[src/rtl/hyperbus_arbiter.sv]
// Round-robin arbiter sharing one hyperbus controller command port among NREQ requesters.
// Define HBUS_ARB_FIXED_PRIO_EN for fixed priority (lowest index wins) instead of round-robin.
module hyperbus_arbiter #(
    parameter int NREQ  = 2,
    parameter int ADR_W = 32,
    parameter int DAT_W = 16
) (
    input  logic                    clk,
    input  logic                    rst,
    input  logic [NREQ-1:0]         req_rrq,
    input  logic [NREQ-1:0]         req_wrq,
    input  logic [NREQ*ADR_W-1:0]   req_adr_i,
    input  logic [NREQ*DAT_W-1:0]   req_dat_i,
    input  logic [NREQ-1:0]         req_mask_i,
    output logic [NREQ-1:0]         req_ack_o,
    output logic [NREQ-1:0]         req_valid_o,
    output logic [NREQ-1:0]         req_done_o,
    output logic [DAT_W-1:0]        req_dat_o,
    input  logic                    hbus_ready,
    input  logic                    hbus_valid,
    input  logic [DAT_W-1:0]        hbus_dat_i,
    output logic                    hbus_rrq,
    output logic                    hbus_wrq,
    output logic [ADR_W-1:0]        hbus_adr_o,
    output logic [DAT_W-1:0]        hbus_dat_o,
    output logic                    hbus_mask_o
);

    localparam int IDX_W = (NREQ > 1) ? $clog2(NREQ) : 1;

    typedef enum logic [1:0] {S_IDLE, S_ISSUE, S_BUSY, S_DONE} state_t;

    state_t           state_q;
    logic [IDX_W-1:0] rr_q;
    logic [IDX_W-1:0] owner_q;
    logic [IDX_W-1:0] search_start;
    logic [IDX_W-1:0] grant_idx;
    logic             grant_vld;
    logic [NREQ-1:0]  pending;

    function automatic logic [NREQ-1:0] onehot(input logic [IDX_W-1:0] idx);
        logic [NREQ-1:0] v;
        v = '0;
        v[idx] = 1'b1;
        return v;
    endfunction

    function automatic logic [IDX_W-1:0] wrap_inc(input logic [IDX_W-1:0] idx);
        return (idx == IDX_W'(NREQ - 1)) ? '0 : idx + IDX_W'(1);
    endfunction

`ifdef HBUS_ARB_FIXED_PRIO_EN
    assign search_start = '0;
`else
    assign search_start = rr_q;
`endif

    // First pending requester found walking upward from search_start, wrapping at NREQ-1.
    always_comb begin
        logic [IDX_W-1:0] idx;
        pending   = req_rrq | req_wrq;
        grant_vld = 1'b0;
        grant_idx = '0;
        idx       = search_start;
        for (int k = 0; k < NREQ; k++) begin
            if (!grant_vld && pending[idx]) begin
                grant_vld = 1'b1;
                grant_idx = idx;
            end
            idx = wrap_inc(idx);
        end
    end

    assign req_valid_o = (hbus_valid && (state_q == S_BUSY || state_q == S_DONE))
                         ? onehot(owner_q) : '0;
    assign req_dat_o   = hbus_dat_i;

    always_ff @(posedge clk or posedge rst) begin
        if (rst) begin
            state_q     <= S_IDLE;
            rr_q        <= '0;
            owner_q     <= '0;
            req_ack_o   <= '0;
            req_done_o  <= '0;
            hbus_rrq    <= 1'b0;
            hbus_wrq    <= 1'b0;
            hbus_adr_o  <= '0;
            hbus_dat_o  <= '0;
            hbus_mask_o <= 1'b0;
        end else begin
            hbus_rrq   <= 1'b0;
            hbus_wrq   <= 1'b0;
            req_ack_o  <= '0;
            req_done_o <= '0;
            case (state_q)
                S_IDLE: begin
                    if (hbus_ready && grant_vld) begin
                        owner_q     <= grant_idx;
                        hbus_adr_o  <= req_adr_i[grant_idx*ADR_W +: ADR_W];
                        hbus_dat_o  <= req_dat_i[grant_idx*DAT_W +: DAT_W];
                        hbus_mask_o <= req_mask_i[grant_idx];
                        // Write wins when both are raised; the read stays pending.
                        hbus_wrq    <= req_wrq[grant_idx];
                        hbus_rrq    <= !req_wrq[grant_idx];
                        req_ack_o   <= onehot(grant_idx);
                        state_q     <= S_ISSUE;
                    end
                end
                S_ISSUE: state_q <= S_BUSY;
                S_BUSY: begin
                    if (!hbus_ready) state_q <= S_DONE;
                end
                S_DONE: begin
                    if (hbus_ready) begin
                        req_done_o <= onehot(owner_q);
`ifdef HBUS_ARB_FIXED_PRIO_EN
                        rr_q       <= '0;
`else
                        rr_q       <= wrap_inc(owner_q);
`endif
                        state_q    <= S_IDLE;
                    end
                end
                default: state_q <= S_IDLE;
            endcase
        end
    end

endmodule

[config.mk]
export PLATFORM = sky130hd
export DESIGN_NAME = hyperbus_arbiter
export DESIGN_NICKNAME = d
export VERILOG_FILES = /design/src/rtl/hyperbus_arbiter.sv
export SDC_FILE = /design/constraint.sdc
export NUM_CORES = 1
export LEC_CHECK = 0
export CAP_MARGIN = 40
export CORE_ASPECT_RATIO = 2
export CORE_UTILIZATION = 39
export CTS_BUF_LIST = sky130_fd_sc_hd__clkbuf_4 sky130_fd_sc_hd__clkbuf_8
export DETAILED_ROUTE_END_ITERATION = 8
export PLACE_DENSITY = 0.94
export REMOVE_ABC_BUFFERS = 1
export SLEW_MARGIN = 40
export SYNTH_ARGS = -nofsm -noshare
export SYNTH_HDL_FRONTEND = slang
export SYNTH_SLANG_ARGS = --single-unit
[constraint.sdc]
create_clock -name clk -period 2.6 [get_ports clk]
set_input_delay 0.52 -clock clk [delete_from_list [all_inputs] [get_ports clk]]
set_output_delay 0.52 -clock clk [all_outputs]
set_load 0.05 [all_outputs]
* Word-level counts from Yosys, hierarchy flattened
Index checks and enable logic that the tools add are counted.
** Cells by class
- Add/subtract/negate cells :: 2
- Reductions and logical operators :: 12
- Shift-type cells :: 2
- Eq/ne operators :: 6
- Muxes and demuxes :: 31
- Bitwise operators :: 1
- Order comparisons :: 6
** Operators with widths (number)
- indexed part select 64 x 7 -> 32 bit :: 1
- indexed part select 32 x 6 -> 16 bit :: 1
- 2-to-1 mux 1 bit :: 20
- 2-to-1 mux 2 bit :: 8
- < comparator 1 x 2 -> 1 bit, second input constant :: 4
- one-hot mux 2 bit (4 select lines) :: 1
- != test 2 bit, second input constant :: 3
- logical AND 1 bit :: 5
- == test 2 bit, second input constant :: 2
- AND reduction 2 bit :: 2
- AND reduction 3 bit :: 1
- adder 1 bit, second input constant :: 2
- demux 1 bit (select 1 bit) :: 2
- == test 2 x 1 -> 1 bit, second input constant :: 1
- greater-or-equal comparator 1 bit, second input constant :: 2
- zero test 1 bit :: 2
- zero test 2 bit :: 1
- OR 2 bit :: 1
- logical OR 1 bit :: 1
** Word-level totals
- Word-level logic and storage cells :: 70
- Register bits after elaboration :: 59
- Input port bits :: 122
- Output and inout port bits :: 73

* Logic depth before layout (Yosys ltp)
Gate-level depths: netlist of run 1.
- Depth after elaboration :: 13
- Gate-level depth with buffers :: 7
- Gate-level depth less buffers :: 5

* Worst setup path before layout of run 1
Ideal clock, no wire load.
- Path type :: reg-to-output
- From :: reg state_q[0]
- To :: out req_valid_o[0]
- Slack :: 0.603 ns
- Stages on the path, launching flop included :: 5
- Path buffers :: 0
- Required time :: 2.080 ns
- Arrival time :: 1.477 ns
- Cells stage by stage :: dfrtp_1 -> inv_1 -> ha_1 -> o21ai_0 -> nor2_1
** Between the ends
- Cells in the longest elaborated chain, start to end :: 4
- Elaborated cells on any way between the ends :: 5
- Those cells by class :: eq/ne: 2; mux: 1; reduce/logical: 2
** RTL lines
- start: declaration :: line 33 : state_t state_q;
- start signal: assignment :: line 80 : state_q <= S_IDLE;
- start signal: assignment :: line 106 : state_q <= S_ISSUE;
- start signal: assignment :: line 109 : S_ISSUE: state_q <= S_BUSY;
- == test 2 bit :: line 74 : assign req_valid_o = (hbus_valid && (state_q == S_BUSY || state_q == S_DONE))
- logical OR 1 bit (*) :: line 74
- logical AND 1 bit (*) :: line 74
- 2-to-1 mux 2 bit (*) :: line 75 : ? onehot(owner_q) : '0;
- end: declaration :: line 16 : output logic [NREQ-1:0] req_valid_o,
Mark *: on every way between the ends. The rest lies on a longest branch, timed or not.

* Worst setup path in the final report of run 1
- From :: reg state_q[0]
- To :: out req_valid_o[1]
The elaborated chain is that of the path after synthesis.

==> results of run 1 <==
worst min path at each step:
stage                                to  cells after the start
after detailed placement  req_done_o[0]                      1
after floorplan           req_done_o[0]                      1
final                     req_done_o[0]                      1
after global routing      req_done_o[0]                      1
after global placement    req_done_o[0]                      1
after CTS                 req_done_o[0]                      1
power groups by stage:
stage	Combinational (mW)	Sequential, mW	Clock, mW
floorplan	1.07	2.99	0
global placement	3.85	1.62	0
detailed placement	3.94	1.64	0
CTS	3.95	1.63	0.865
global route	4.15	1.68	0.907
finish	3.94	1.64	0.851
metal layers:
metal	up-vias	global-route usage [%]	part of all wire (%)
li1	1553	-	-
met1	1590	26.84	32
met2	183	45.01	53
met3	56	9.722	8.9
met4	0	19.39	5.9
met5	-	0	0
cell families after synthesis:
kind of cell | share of synthesized area (%)
buf+inv | 10.25
fa+ha+maj | 1.536
mux | 0.7679
compound gates | 27.65
flops | 45.32
simple gates | 14.48
area by class of cell:
class / count / area share, %
flip-flops and latches: 59 / 29.16
well taps: 96 / 2.373
multi-input cells: 238 / 29.07
repair buffers: 173 / 35.05
inverters: 6 / 0.4449
clock inverters: 5 / 1.038
clock buffers: 11 / 2.867
sequential cells by signal, summed over array words and instances, names as in the netlist:
name	count
hbus_adr_o	32
hbus_dat_o	16
hbus_mask_o	1
hbus_rrq	1
hbus_wrq	1
owner_q	1
req_ack_o	2
req_done_o	2
rr_q	1
state_q	2
cell usage after synthesis (2+ instances only):
cell	number	area (um^2)
ha_1	4	50.05
buf_4	16	120.1
nand2b_1	2	12.51
o21ai_0	47	235.2
nor2_1	11	41.29
dfrtp_1	59	1476
a21oi_1	50	250.2
nand3b_1	49	367.9
o21ai_1	3	15.01
clkbuf_1	28	105.1
a31oi_1	49	306.5
nand2_1	4	15.01
nor3_1	2	10.01
buf_2	3	15.01
a211oi_1	3	22.52
and2_1	2	12.51
inv_1	6	22.52
buf_6	6	67.56
placed cells by master (no fill, tap or decap), types with 2 or more instances in the layout:
master and instances:
o21ai_0 47, buf_4 7, clkdlybuf4s50_1 160, a31oi_1 49
o21ai_1 3, nand2b_1 2, inv_1 5, a21oi_1 50
nor3_1 2, nor2_1 10, a211oi_1 3, nand3b_1 49
clkbuf_8 10, clkinv_2 3, nand2_1 4, buf_12 6
dfrtp_1 59, ha_1 3
per-stage QoR:
stage | utilization [%] | cells | area, um^2 | power, mW | hold slack [ns]
finish | 63.28 | 588 | 5062 | 6.421 | 0.5125
global route | 63.28 | 588 | 5062 | 6.738 | 0.5423
CTS | 63.28 | 588 | 5062 | 6.444 | 0.5071
detailed placement | 60.81 | 572 | 4865 | 5.577 | 0.4961
global placement | 60.81 | 572 | 4865 | 5.477 | 0.5001
floorplan | - | 303 | 2947 | 4.057 | 0.4439
==> parameters.txt, run 1 <==
Parameter                              Value

Outcome
  Result of the run    finished clean

CTS
  TritonCTS sink count    59
  Clock insertion delay at the later pin of the skew report    about 0.36 ns
  Number of resized instances in the post-cts repair step    0
  TritonCTS clock tree    built
  Clock-pin slew reported for the worst setup and hold paths after clock tree synthesis    0.06 ns
  Post-CTS Hold Buffers    0
  Num CTS Buffers    9
  CTS Buffer Depth    2
  Clock Tree Root    clkbuf_8
  Deepest level of the CTS H-tree    3
  Post-CTS setup buffer count    0

Floorplanning
  Initial cell density of the core    about two fifths
  Number of ports placed on the die boundary    195
  Number of rows in the core area    between 40 and 50
  Area inside the core boundary    roughly 8000 um^2
  Die Footprint    a little under 9000 um^2
  Y dimension of the die    around 130 um
  Horizontal extent of the die    ~67 um

Final layout
  Proportion of layout cells with a drive suffix above 1    7.520%
  Count of filler cells inserted in the layout    649
  Number of nets in the final layout    613
  Area delta synth->final    55.38%
  Area taken by flip-flops and latches    around 1500 um^2
  Number of diodes added for antenna fixing    0
  Footprint of the multi-input gates    around 1500 um^2

Placed design
  Global placer's final weighted congestion    just over 0.9
  Post-detail-place hpwl    just over 8 mm
  Number of I/O port buffers    between 150 and 200
  Pre-CTS worst setup slack    roughly 0.19 ns

Synth
  Share of synthesized flip-flops with an asynchronous set or reset    100.0%
  Count of flip-flops with a built-in enable after synthesis    0
  Most used flip-flop cell after synthesis    dfrtp_1
  Average cell area after synthesis    around 9.1 um^2
  Unique cell type count in the Yosys netlist    31
  Post-Synthesis Cell Area    roughly 3300 um^2
  Number of warnings reported in the yosys synthesis log    0
  Gate count after technology mapping    about 360
  Register bit count reported by yosys    59
  Portion of the post-synthesis area used by sequential elements    a little under half

Setup path
  Reg-to-reg startpoint    state_q[0]
  Critical Path End    req_valid_o[1]
  Depth of the critical timing path with buffers and inverters included    5
  Number of cells on the worst reg-to-reg path    6
  Largest delay contributor family on the critical path    flip-flops
  WP data arrival    about 1.7 ns
  Flop2flop setup slack    ~0.86 ns
  Startpoint of the worst setup timing path    state_q[0]
  Endpoint class of the critical path    primary output
  Crit Path Class    register to primary output
  Buf+Inv Stages, Crit Path    2
  Worst Setup Start Kind    register
  Series of cell instances along the critical path    inv_1 -> ha_1 -> o21ai_0 -> nor2_1 -> buf_12
  Endpoint required time on the critical path    2.08 ns
  Top fanout value on the critical path    5
  Slowest CP cell    dfrtp_1
  Slowest cell delay on critical path    0.39 ns
  End of the worst register-to-register path    hbus_adr_o[14]

Timing
  Max-slew violation count    0
  Slew HR    60.61%
  Worst Skew    approximately 0.008 ns
  Timing-limited maximum frequency    455.8 MHz
  Unrepaired setup endpoints after global routing    false
  Final setup viols    0
  Post-route setup slack    roughly 0.4 ns
  Period minus WS final    between 2 and 2.5 ns
  Final hold violation count    0
  Setup TNS after final layout    0 ns
  Final Cycle Share    a little over four fifths
  Transition time of the tightest slew-check pin    between 0.5 and 0.6 ns

Route
  Routed wirelength normalized by instance count    19.22 um
  Vias    ~3400
  Number of remaining DRC errors    0
  Via density per instance    between 5 and 6
  First-pass iteration count of the detailed router    4
  DRT iter0 DRCs    between 200 and 250
  Wire length after detailed routing    about 11 mm
  Routed Antenna Nets    0

Power and ir drop
  Clock power frac    13.2%
  NetSw    3.218 mW
  Worst IR drop on VDD    0.8588 mV
  Proportion of power drawn by combinational gates    61.3%
  Power density over the cells    between 1000 and 1500 nW/um^2
  Static leakage power    ~1.9 nW
  Internal power consumption    3.204 mW
  Net switching fraction of the power    about half
  Sequential fraction of design power    roughly a quarter

Job
  Number of max-capacitance violations reported    0

GRT
  Residual overflow from global routing    0
  Vias in the first global route    3540
  Global-route wire length before repair    approximately 18 mm
  Number of antenna violations at the first check in global routing    0
  Overall track demand over capacity in global routing    27.23%
  Largest net degree at the start of global routing    around 100

Worst hold path
  Worst min-delay path startpoint    owner_q
  Path type of the worst min-delay path    register to register
Note: power is estimated with default switching activity, not from simulation.
==> inputs of run 2 (changes only) <==
==> constraint.sdc (replaced) <==
create_clock -name clk -period 2.2 [get_ports clk]
set_input_delay 0.44 -clock clk [delete_from_list [all_inputs] [get_ports clk]]
set_output_delay 0.44 -clock clk [all_outputs]
set_load 0.05 [all_outputs]
==> parameters.txt, run 2 (synthesis results as in run 1) <==
Parameter                              Value

Setup path
  WP data arrival    1.61 ns (-0.06 ns)
  Series of cell instances along the critical path    inv_2 -> ha_2 -> o21ai_0 -> nor2_1 -> buf_12
  Flop2flop setup slack    0.54 ns (-0.32 ns)
  Endpoint required time on the critical path    1.76 ns (-0.32 ns)
  Number of cells on the worst reg-to-reg path    5 (-1)
  Startpoint of the worst setup timing path    state_q[0]
  Slowest cell delay on critical path    0.39 ns (about the same)
  Crit Path Class    register to primary output
  Critical Path End    req_valid_o[0]
  Endpoint class of the critical path    primary output
  Worst Setup Start Kind    register
  Top fanout value on the critical path    5 (unchanged)
  End of the worst register-to-register path    hbus_dat_o[9]
  Reg-to-reg startpoint    state_q[1]
  Slowest CP cell    dfrtp_1

Final layout
  Final instance area    5081 um^2 (+0.37%)
  Final Core Density    63.51% (+0.23 points)
  Number of flip-flops under the largest register name    32 (unchanged)
  Largest regs    hbus_adr_o (32), hbus_dat_o (16)
  Final instance count without filler cells    590 (+0.34%)
  Highest-count cells in the layout ignoring fill and taps    160 x clkdlybuf4s50_1, 59 x dfrtp_1, 50 x a21oi_1, 49 x nand3b_1, 49 x a31oi_1
  Number of nets in the final layout    619 (+0.98%)
  Number of diodes added for antenna fixing    0 (unchanged)
  Most frequent standard cell in the layout excluding fill and tap cells    clkdlybuf4s50_1
  Area delta synth->final    55.95%
  Count of filler cells inserted in the layout    637 (-1.8%)
  Proportion of layout cells with a drive suffix above 1    8.300% (+0.78 points)
  Largest register by flop count    hbus_adr_o

Power and ir drop
  Static leakage power    1.938 nW (+0.66%)
  Power density over the cells    1464 nW/um^2 (+15%)
  Worst IR drop on VDD    0.7569 mV (-12%)
  Total Power Consumption    7.440 mW (+16%)

Timing
  Max-slew violation count    0 (unchanged)
  Transition time of the tightest slew-check pin    0.5581 ns (-0.03198 ns)
  Period minus WS final    2.049 ns
  Final setup viols    0 (unchanged)
  Final Cycle Share    slightly above 90%
  Final hold violation count    0 (unchanged)
  Setup TNS after final layout    0 ns (unchanged)
  Timing-limited maximum frequency    approximately 500 MHz
  Slew HR    62.68% (+2.1 points)
  Unrepaired setup endpoints after global routing    false
  Worst hold slack across all endpoints    0.4900 ns (-0.02250 ns)
  Post-route setup slack    0.1507 ns (-0.2554 ns)
  Worst Skew    0.009003 ns (+0.0007615 ns)

Route
  Via density per instance    5.885 (+2.3%)
  Routed Antenna Nets    0 (unchanged)
  Vias    3472 (+2.7%)
  First-pass iteration count of the detailed router    5 (+1)
  Wire length after detailed routing    11.53 mm (+2.1%)
  Number of remaining DRC errors    0 (unchanged)
  DRT iter0 DRCs    257 (+4.9%)
  Routed wirelength normalized by instance count    19.55 um (+1.7%)

Floorplanning
  Number of rows in the core area    46 (unchanged)
  Y dimension of the die    131.3 um (unchanged)
  Area inside the core boundary    8000 um^2 (unchanged)
  Initial cell density of the core    40.73% (unchanged)
  Horizontal extent of the die    66.63 um (unchanged)
  Number of ports placed on the die boundary    195 (unchanged)
  Die Footprint    8746 um^2 (unchanged)

GRT
  Overall track demand over capacity in global routing    27.61% (+0.38 points)
  Number of antenna violations at the first check in global routing    0 (unchanged)
  Vias in the first global route    3560 (+0.56%)
  Global-route wire length before repair    17.91 mm (+1.6%)
  Largest net degree at the start of global routing    65 (-36%)
  Residual overflow from global routing    0 (unchanged)

Outcome
  Result of the run    finished clean

CTS
  Num CTS Buffers    9 (unchanged)
  Clock insertion delay at the later pin of the skew report    0.33 ns (-0.03 ns)
  Deepest level of the CTS H-tree    3 (unchanged)
  Post-CTS Hold Buffers    0 (unchanged)
  Clock Tree Root    clkbuf_8
  CTS Buffer Depth    2 (unchanged)
  TritonCTS clock tree    built
  Clock-pin slew reported for the worst setup and hold paths after clock tree synthesis    0.06 ns (about the same)
  TritonCTS sink count    59 (unchanged)

Placed design
  Post-detail-place hpwl    8.424 mm (+2.0%)
  Area after detailed placement    4935 um^2 (+1.4%)
  Number of I/O port buffers    162 (unchanged)
  Cell total after placement    578 (+1.0%)
  Pre-CTS worst setup slack    0.02824 ns (-0.1579 ns)
  Global placer's final weighted congestion    0.8640 (-6.5%)

Job
  Number of max-capacitance violations reported    0 (unchanged)

Worst hold path
  Path type of the worst min-delay path    register to register
-- run 2: cell types whose count changed in the layout (fill, tap and decap cells not counted) --
cell        change
inv_2           +1
inv_1           -1
buf_12          +2
clkbuf_8        -1
clkbuf_4        +1
ha_1            -1
clkinv_2        -2
bufinv_16       -1
clkinvlp_4      -1
buf_4           +4
ha_2            +1
-- run 2: worst max-delay path, delay by kind of cell, from the launching register on --
kind,cells,cell delay (ns)
and+or+nand+nor,1,0.24
DFF,1,0.39
AOI/OAI and AO/OA,1,0.13
adders and majority gates,1,0.23
buffers and inverters,2,0.27
-- run 2: what timing repair did --
item,4_1_cts,5_1_grt
setup buffers,0,0
endpoints found under the setup margin,0,2
hold endpoints to repair,0,0
resized for setup,0,2
-- run 2: metal layers --
layer	wire (um)	up-vias	track usage, %
met4	700	0	18.20
met5	0	-	0
met3	1003	60	8.941
li1	-	1562	-
met2	6149	210	45.96
met1	3680	1640	28.15
-- run 2: layout make-up --
class	instances	area [um^2]	share of cell area (%)
sequential	59	1476	29.06
timing repair buffer	179	1844	36.30
inverter	6	22.52	0.4432
multi-input combinational	238	1474	29.01
tap	96	120.1	2.364
clock inverter	1	5.005	0.09850
clock buffer	11	138.9	2.733
-- run 2: worst min path at each step --
stage | start | cells past startpoint | slack (ns) | to
floorplan | owner_q | 1 | 0.44 | req_done_o[0]
global placement | owner_q | 1 | 0.47 | req_done_o[0]
detailed placement | owner_q | 1 | 0.49 | req_done_o[0]
CTS | rst | 3 | 0.50 | hbus_adr_o[29]
global route | owner_q | 1 | 0.52 | req_done_o[0]
finish | owner_q | 1 | 0.49 | req_done_o[0]
-- run 2: power by group --
part / switching, mW / leakage (nW) / internal [mW]
Clock: 0.379 / 0.0778 / 0.406
Combinational: 3.07 / 1.18 / 1.65
Sequential: 0.332 / 0.675 / 1.61
==> inputs of run 3 (changes only) <==
--- a/config.mk
+++ b/config.mk
@@ -9,6 +9,7 @@
 export CORE_ASPECT_RATIO = 2
 export CORE_UTILIZATION = 39
 export CTS_BUF_LIST = sky130_fd_sc_hd__clkbuf_4 sky130_fd_sc_hd__clkbuf_8
+export CTS_CLUSTER_DIAMETER = 120
 export DETAILED_ROUTE_END_ITERATION = 8
 export PLACE_DENSITY = 0.94
 export REMOVE_ABC_BUFFERS = 1
==> results of run 3 <==
Final layout, timing and power as in run 2 (identical DEF).
